`config.mk`:
```
export PLATFORM = sky130hd
export DESIGN_NAME = ifu_fetch
export DESIGN_NICKNAME = d
export VERILOG_FILES = /design/src/rtl/ifu_fetch.sv
export SDC_FILE = /design/constraint.sdc
export NUM_CORES = 1
export LEC_CHECK = 0
export CORE_MARGIN = 4
export CORE_UTILIZATION = 46
export CTS_CLUSTER_DIAMETER = 40
export CTS_CLUSTER_SIZE = 8
export DETAILED_ROUTE_END_ITERATION = 8
export PLACE_DENSITY = 0.85
export SLEW_MARGIN = 15
export SYNTH_ARGS = -nofsm -noshare
export SYNTH_HDL_FRONTEND = slang
export SYNTH_SLANG_ARGS = --single-unit
```
`constraint.sdc`:
```
create_clock -name clk -period 8.6 [get_ports clk]
set_input_delay 0.86 -clock clk [delete_from_list [all_inputs] [get_ports clk]]
set_output_delay 0.86 -clock clk [all_outputs]
set_load 0.02 [all_outputs]
```
`src/rtl/ifu_fetch.sv`:
```
// Instruction fetch stage: owns the PC, reads a combinational ROM and queues {pc, inst} pairs for decode.
// Optional performance counters are enabled with `define IFU_PERF_EN.
module ifu_fetch #(
    parameter logic [63:0] RESET_PC = 64'h8000_0000,
    parameter int unsigned XLEN     = 64,
    parameter int unsigned ILEN     = 32,
    parameter int unsigned QDEPTH   = 2
) (
    input  logic            clk,
    input  logic            rst,
    output logic [XLEN-1:0] rom_pc,
    input  logic [ILEN-1:0] rom_inst,
    output logic            out_valid,
    input  logic            out_ready,
    output logic [XLEN-1:0] out_pc,
    output logic [ILEN-1:0] out_inst,
    output logic            out_misalign,
    input  logic            redirect_valid,
    input  logic [XLEN-1:0] redirect_pc,
    input  logic            halt_req,
`ifdef IFU_PERF_EN
    output logic [63:0]     perf_fetch_cnt,
    output logic [63:0]     perf_flush_cnt,
`endif
    output logic            halted
);

    localparam int unsigned RegWidth  = XLEN;
    localparam int unsigned InstWidth = ILEN;
    localparam int unsigned CntWidth  = 2;

    typedef enum logic [1:0] {
        Boot      = 2'd0,
        Run       = 2'd1,
        WaitRedir = 2'd2,
        Halted    = 2'd3
    } stateT;

    stateT                 state;
    stateT                 nextState;
    logic [RegWidth-1:0]   pc;
    logic [RegWidth-1:0]   pcQ   [2];
    logic [InstWidth-1:0]  instQ [2];
    logic                  misQ  [2];
    logic                  headIdx;
    logic                  tailIdx;
    logic [CntWidth-1:0]   count;
    logic                  deq;
    logic                  fetchMis;
    logic                  haltTake;
    logic                  redirTake;
    logic                  fetchEn;

    assign deq      = (count != '0) && out_ready;
    assign tailIdx  = headIdx ^ count[0];
    assign fetchMis = pc[1:0] != 2'b00;

    // State register
    always_ff @(posedge clk) begin
        if (rst) begin
            state <= Boot;
        end else begin
            state <= nextState;
        end
    end

    // Next-state logic
    always_comb begin
        nextState = state;
        if (haltTake) begin
            nextState = Halted;
        end else if (redirTake) begin
            nextState = Run;
        end else begin
            case (state)
                Boot:    nextState = Run;
                Run:     if (fetchEn && fetchMis) nextState = WaitRedir;
                default: nextState = state;
            endcase
        end
    end

    // Control decode: halt beats redirect, and a full queue only accepts a fetch when it also drains
    always_comb begin
        haltTake  = 1'b0;
        redirTake = 1'b0;
        fetchEn   = 1'b0;
        haltTake  = halt_req && ((state == Run) || (state == WaitRedir));
        redirTake = redirect_valid && (state != Halted) && !haltTake;
        fetchEn   = (state == Run) && !halt_req && !redirect_valid
                    && ((count != CntWidth'(QDEPTH)) || deq);
    end

    // PC and queue occupancy
    always_ff @(posedge clk) begin
        if (rst) begin
            pc      <= RegWidth'(RESET_PC);
            count   <= '0;
            headIdx <= 1'b0;
        end else if (redirTake) begin
            pc      <= redirect_pc;
            count   <= '0;
            headIdx <= 1'b0;
        end else begin
            if (fetchEn) begin
                pc <= pc + RegWidth'(4);
            end
            if (deq) begin
                headIdx <= ~headIdx;
            end
            count <= count + CntWidth'(fetchEn) - CntWidth'(deq);
        end
    end

    // Queue payload; a full queue with a dequeue rewrites the slot being drained
    always_ff @(posedge clk) begin
        if (fetchEn) begin
            pcQ[tailIdx]   <= pc;
            instQ[tailIdx] <= rom_inst;
            misQ[tailIdx]  <= fetchMis;
        end
    end

`ifdef IFU_PERF_EN
    logic [63:0] perfFetch;
    logic [63:0] perfFlush;

    // Saturating event counters; a flush counts only if an entry is actually thrown away
    always_ff @(posedge clk) begin
        if (rst) begin
            perfFetch <= '0;
            perfFlush <= '0;
        end else begin
            if (fetchEn && (perfFetch != '1)) begin
                perfFetch <= perfFetch + 64'd1;
            end
            if (redirTake && (count > CntWidth'(deq)) && (perfFlush != '1)) begin
                perfFlush <= perfFlush + 64'd1;
            end
        end
    end

    assign perf_fetch_cnt = perfFetch;
    assign perf_flush_cnt = perfFlush;
`endif

    assign rom_pc       = pc;
    assign halted       = state == Halted;
    assign out_valid    = count != '0;
    assign out_pc       = out_valid ? pcQ[headIdx]   : '0;
    assign out_inst     = out_valid ? instQ[headIdx] : '0;
    assign out_misalign = out_valid ? misQ[headIdx]  : 1'b0;

endmodule
```
* After elaboration in Yosys (flattened, before gate mapping)
Memories as Yosys holds them, arrays and structs flattened. A register that Yosys moved wholly into a read port is not among the register bits.
Cells that the tools add are included.
** Storage, ports and cells
- Bits in registers :: 69
- Bits in latches :: 0
- RAM bits :: 194
- ROM bits :: 0
- Bits of input ports :: 101
- Output and inout port bits :: 163
- Logic and storage cells :: 55
- Memories kept :: 3
** Operators by class
- Add/subtract/negate cells :: 3
- Multiply operators :: 0
- Div/mod/pow operators :: 0
- Magnitude comparators :: 0
- Equality and inequality tests :: 6
- Shifts and indexed selects :: 0
- Multiplexer cells :: 17
- Bitwise logic cells :: 2
- Reductions and logical operators :: 20
** Memories
- pcQ :: depth 2, width 64, rd ports 1, clocked after Yosys merged registers in 1, wr ports 1, RTL line 42 : logic [RegWidth-1:0] pcQ [2];
- instQ :: depth 2, width 32, rd ports 1, clocked after Yosys merged registers in 1, wr ports 1, RTL line 43 : logic [InstWidth-1:0] instQ [2];
- misQ :: depth 2, width 1, rd ports 1, clocked after Yosys merged registers in 1, wr ports 1, RTL line 44 : logic misQ [2];
** Operators with widths (number)
- $mux W64 :: 3
- $add A64 B3 Y64 const B :: 1
- $mux W32 :: 1
- $mux W1 :: 9
- $logic_and A1 B1 Y1 :: 8
- $mux W2 :: 3
- $reduce_bool A2 Y1 :: 3
- $eq A2 B2 Y1 const B :: 2
- $ne A2 B2 Y1 const B :: 2
- $ne A4 B4 Y1 const B :: 1
- $pmux W2 S2 :: 1
- $reduce_bool A4 Y1 :: 1
- $logic_not A1 Y1 :: 3
- $add A2 B1 Y2 :: 1
- $eq A2 B1 Y1 const B :: 1
- $logic_not A2 Y1 :: 1
- $logic_or A1 B1 Y1 :: 2
- $reduce_and A2 Y1 :: 1
- $reduce_or A2 Y1 :: 1
- $sub A2 B1 Y2 :: 1
- $not A1 Y1 :: 1
- $xor A1 B1 Y1 :: 1

* Depth between registers and ports, before layout
- Depth in word-level cells :: 9
- Gate-level depth with buffers :: 10
- Mapped depth without buffers :: 9

* Least setup slack after synthesis
Ideal clock, no wire load.
- Kind :: input port to flip-flop
- From :: input port halt_req
- To :: memory instQ[0][0] in the netlist's numbering (enable)
- Library setup time :: 0.672 ns
- Data arrival time :: 7.963 ns
- Required time :: 7.928 ns
- Slack :: -0.036 ns
- Stages on the path :: 3
- Path buffers :: 1
- Cell sequence :: or3b_1 buf_2 nor3_1
** Between the ends
- Cells in the longest elaborated chain, start to end :: 6
** Ends and longest elaborated chain
- from (decl) :: RTL line 20 : input logic halt_req,
- $logic_not A1 Y1 :: RTL line 90 : fetchEn = (state == Run) && !halt_req && !redirect_valid
- $logic_and A1 B1 Y1 (2 in a row) :: RTL line 90
- $logic_and A1 B1 Y1 :: RTL line 91 : && ((count != CntWidth'(QDEPTH)) || deq);
- $mux W1 :: RTL line 117 : if (fetchEn) begin
- $mux W1 (implied by the code) :: RTL line 119 : instQ[tailIdx] <= rom_inst;
- to (decl) :: RTL line 43
Every way passes these cells.

==> impl_metrics.csv <==
group,metric,value,unit
status,status,"completed",
yosys,yosysUniqueCellTypes,58,
final_layout,area_delta_synth_final,37.13,%
sta,tightest_slew,1182,ps
detailed_routing,num_vias,9050,
clock_tree,cts_root_buffer,"clkbuf_16",
clock_tree,clock_path_buffers,3,
detailed_routing,drt-total-wl,32750,um
global_routing,grt_pass1_vias,8749,
setup_path,r2r_start,"state[1]$_SDFFE_PP0P_",
yosys,avgSynthCellArea,11.92,um2
final_layout,seqCellArea,7231,um2
clock_tree,clock_latency,520,ps
global_routing,grt_max_degree,75,
yosys,synth_top_family_by_area,"simple AND/OR/NAND/NOR gates",
detailed_routing,drt_first_iter_violations,888,
yosys,ys_top_cells_by_area,"edfxtp_1 (51%), dfxtp_1 (12%), mux2i_1 (8.5%)",
clock_tree,cts.sinks,264,
yosys,yosysWarnings,0,
detailed_routing,first_pass_iters,7,
sta,setup_tns,0,ps
final_layout,fin_cells,1584,
clock_tree,cts_tree,"built",
yosys,synthFlopType,"edfxtp_1",
setup_path,worstRegToRegCells,7,
yosys,muxShareOfSynthArea,8.699,%
sta,finalHoldWorstSlack,528.1,ps
floorplan,core_area,24460,um2
global_routing,grt_usage,22.53,%
sta,relSlewSlack,21.21,%
clock_tree,cts_buffers,43,
clock_tree,clkTransAtPathRegs,50,ps
yosys,synth_area,11530,um2
placement,port_buffers,263,
yosys,synth_fa_ha_area_share,0.5424,%
placement,routabilityCongestion,0.8575,
detailed_routing,wl_per_cell,20.68,um
final_layout,final_common_cell,"clkdlybuf4s50_1",
placement,placed_cell_area,14450,um2
setup_path,ff2ff_setup_slack,5550,ps
setup_path,critPathCapture,"out_pc[7]",
setup_path,cp_data_arrival_time,3340,ps
hold_path,holdCritStartpoint,"rom_pc[1]$_SDFFE_PP0P_",
setup_path,critPathKind,"reg2out",
yosys,synth_compound_gate_area_share,5.803,%
yosys,yosysTopAreaCell,"edfxtp_1",
yosys,syn-num-nets,1074,
clock_tree,post-cts-setup-buffer-count,0,
clock_tree,hold_buffers,0,
placement,hpwl,21660,um
sta,hold_viol_final,0,
final_layout,n_fill_cell,1784,
placement,dp_cells,1504,
yosys,yosys.area_share.simple,18.53,%
floorplan,rows,57,
floorplan,die-area,27670,um2
power,total_leakage_power,5.104,nW
floorplan,die_h,166.4,um
sta,fin_crit,4197,ps
yosys,synth_cells,968,
setup_path,startpoint_type,"register",
sta,rsz0062_at_grt,"no",
yosys,synth_edf_count,194,
detailed_routing,viasPerCell,5.713,
sta,post-route-period-util,48.81,%
setup_path,endpoint_kind,"output pin",
power,ir_drop,0.1734,mV
clock_tree,cts_resized,0,
setup_path,worstPathMaxFanout,66,
global_routing,grt_pass1_wl,50180,um
final_layout,finalInstanceArea,15820,um2
yosys,synth-seq-cells,264,
final_layout,drive_gt1_share,6.905,%
sta,fmax,238.2,MHz
detailed_routing,remaining_drc_errors,0,
sta,clock_skew,21.05,ps
final_layout,final_util,64.66,%
floorplan,start_util,47.15,%
yosys,synth_top_area_share,50.50,%
floorplan,die_x,166.4,um
clock_tree,cts.htree.levels,2,
sta,setup_viol,0,
final_layout,layout_common_cells,"clkdlybuf4s50_1 (262), edfxtp_1 (194), nor2_1 (168)",
power,powerDensity,222.2,nW/um2
sta,final_max_slew_viol_count,0,
floorplan,ioPinCount,264,
final_layout,fin_nets,1331,
global_routing,grt_antenna_before_repair,0,
setup_path,cp.required,7740,ps
final_layout,diodes,0,
detailed_routing,ant_nets,0,
setup_path,r2r_end,"rom_pc[63]$_SDFFE_PP0P_",
global_routing,grt-ovfl-total,0,
yosys,synthXorXnorAreaFrac,1.519,%
final_layout,multi_input_area,4090,um2
yosys,async_reset_ff_share,0,%
hold_path,min_path_type,"reg2reg",
yosys,ys_seq_area_share,62.65,%
job,cap_viol_max_count,0,
## final cells by class
type,instances,share of cell area (%)
clock buffer,70,7.768
multi-input combinational,637,25.86
tap,324,2.563
inverter,7,0.1661
timing repair buffer,272,17.04
clock inverter,10,0.8938
sequential,264,45.71
## metrics by stage
step | total power [mW] | worst slack (ps)
finish | 3.515 | 4403
global route | 3.634 | 4289
detailed placement | 1.912 | 4718
global placement | 1.900 | 4889
floorplan | 1.704 | 2928
CTS | 3.538 | 4406
## critical path, cell delays in order, from the launching register on
cell             delay [ps]
dfxtp_4                 690
buf_4                   940
mux2i_1                 270
nor2_1                  150
clkdlybuf4s50_1         620
## cells by family (layout without fill, tap and decap cells)
| kind of cell | Yosys count | after routing |
|---|---|---|
| compound gates | 90 | 90 |
| buf+inv | 67 | 359 |
| xor+xnor | 20 | 20 |
| mux | 100 | 100 |
| simple gates | 422 | 422 |
| flops | 264 | 264 |
| fa+ha+maj | 5 | 5 |
## layer usage
layer / share of wire, % / vias up / GRT usage [%]
met5: 0 / - / 0
met4: 2.3 / 0 / 6.012
met3: 8.3 / 65 / 4.808
met2: 49 / 463 / 38.39
met1: 41 / 4333 / 29.49
li1: - / 4189 / -
## power by group
group | internal [mW] | switching [mW]
clock | 1.06 | 0.560
sequential | 1.44 | 0.0810
combinational | 0.174 | 0.202
## worst min path at each step
stage / endpoint / slack, ps / cells past startpoint
3_5_place_dp: state[1]$_SDFFE_PP0P_ / 520 / 2
3_3_place_gp: state[1]$_SDFFE_PP0P_ / 510 / 2
2_1_floorplan: state[1]$_SDFFE_PP0P_ / 490 / 2
6_report: rom_pc[1]$_SDFFE_PP0P_ / 530 / 2
5_1_grt: pcQ[0][7]$_DFFE_PP_ / 540 / 0
4_1_cts: pcQ[0][7]$_DFFE_PP_ / 530 / 0
## cells in the mapped netlist (3+ instances only)
cell type / count
inv_1: 7
and4_1: 19
a31oi_1: 10
clkbuf_1: 41
or2_2: 3
o31a_1: 7
nor3_1: 27
or3_1: 14
xor2_1: 9
nand2_1: 49
buf_1: 12
buf_2: 7
and3_1: 18
a21oi_1: 4
a311oi_1: 13
nand3_1: 37
a211oi_1: 26
nand2b_1: 3
dfxtp_1: 70
or4_1: 7
nor4_1: 31
mux2i_1: 98
and2_1: 5
edfxtp_1: 194
nand4b_1: 3
xnor2_1: 11
o21ai_0: 11
nor2_1: 169
nor3b_1: 3
ha_1: 5
nand4_1: 19
## flip-flops by register name, summed over array words and instances, names as in the netlist, named ones only
signal,count
state,2
rom_pc,64
instQ,64
count,2
misQ,2
headIdx,1
pcQ,128
No activity file was read; power rests on OpenSTA's default activity.
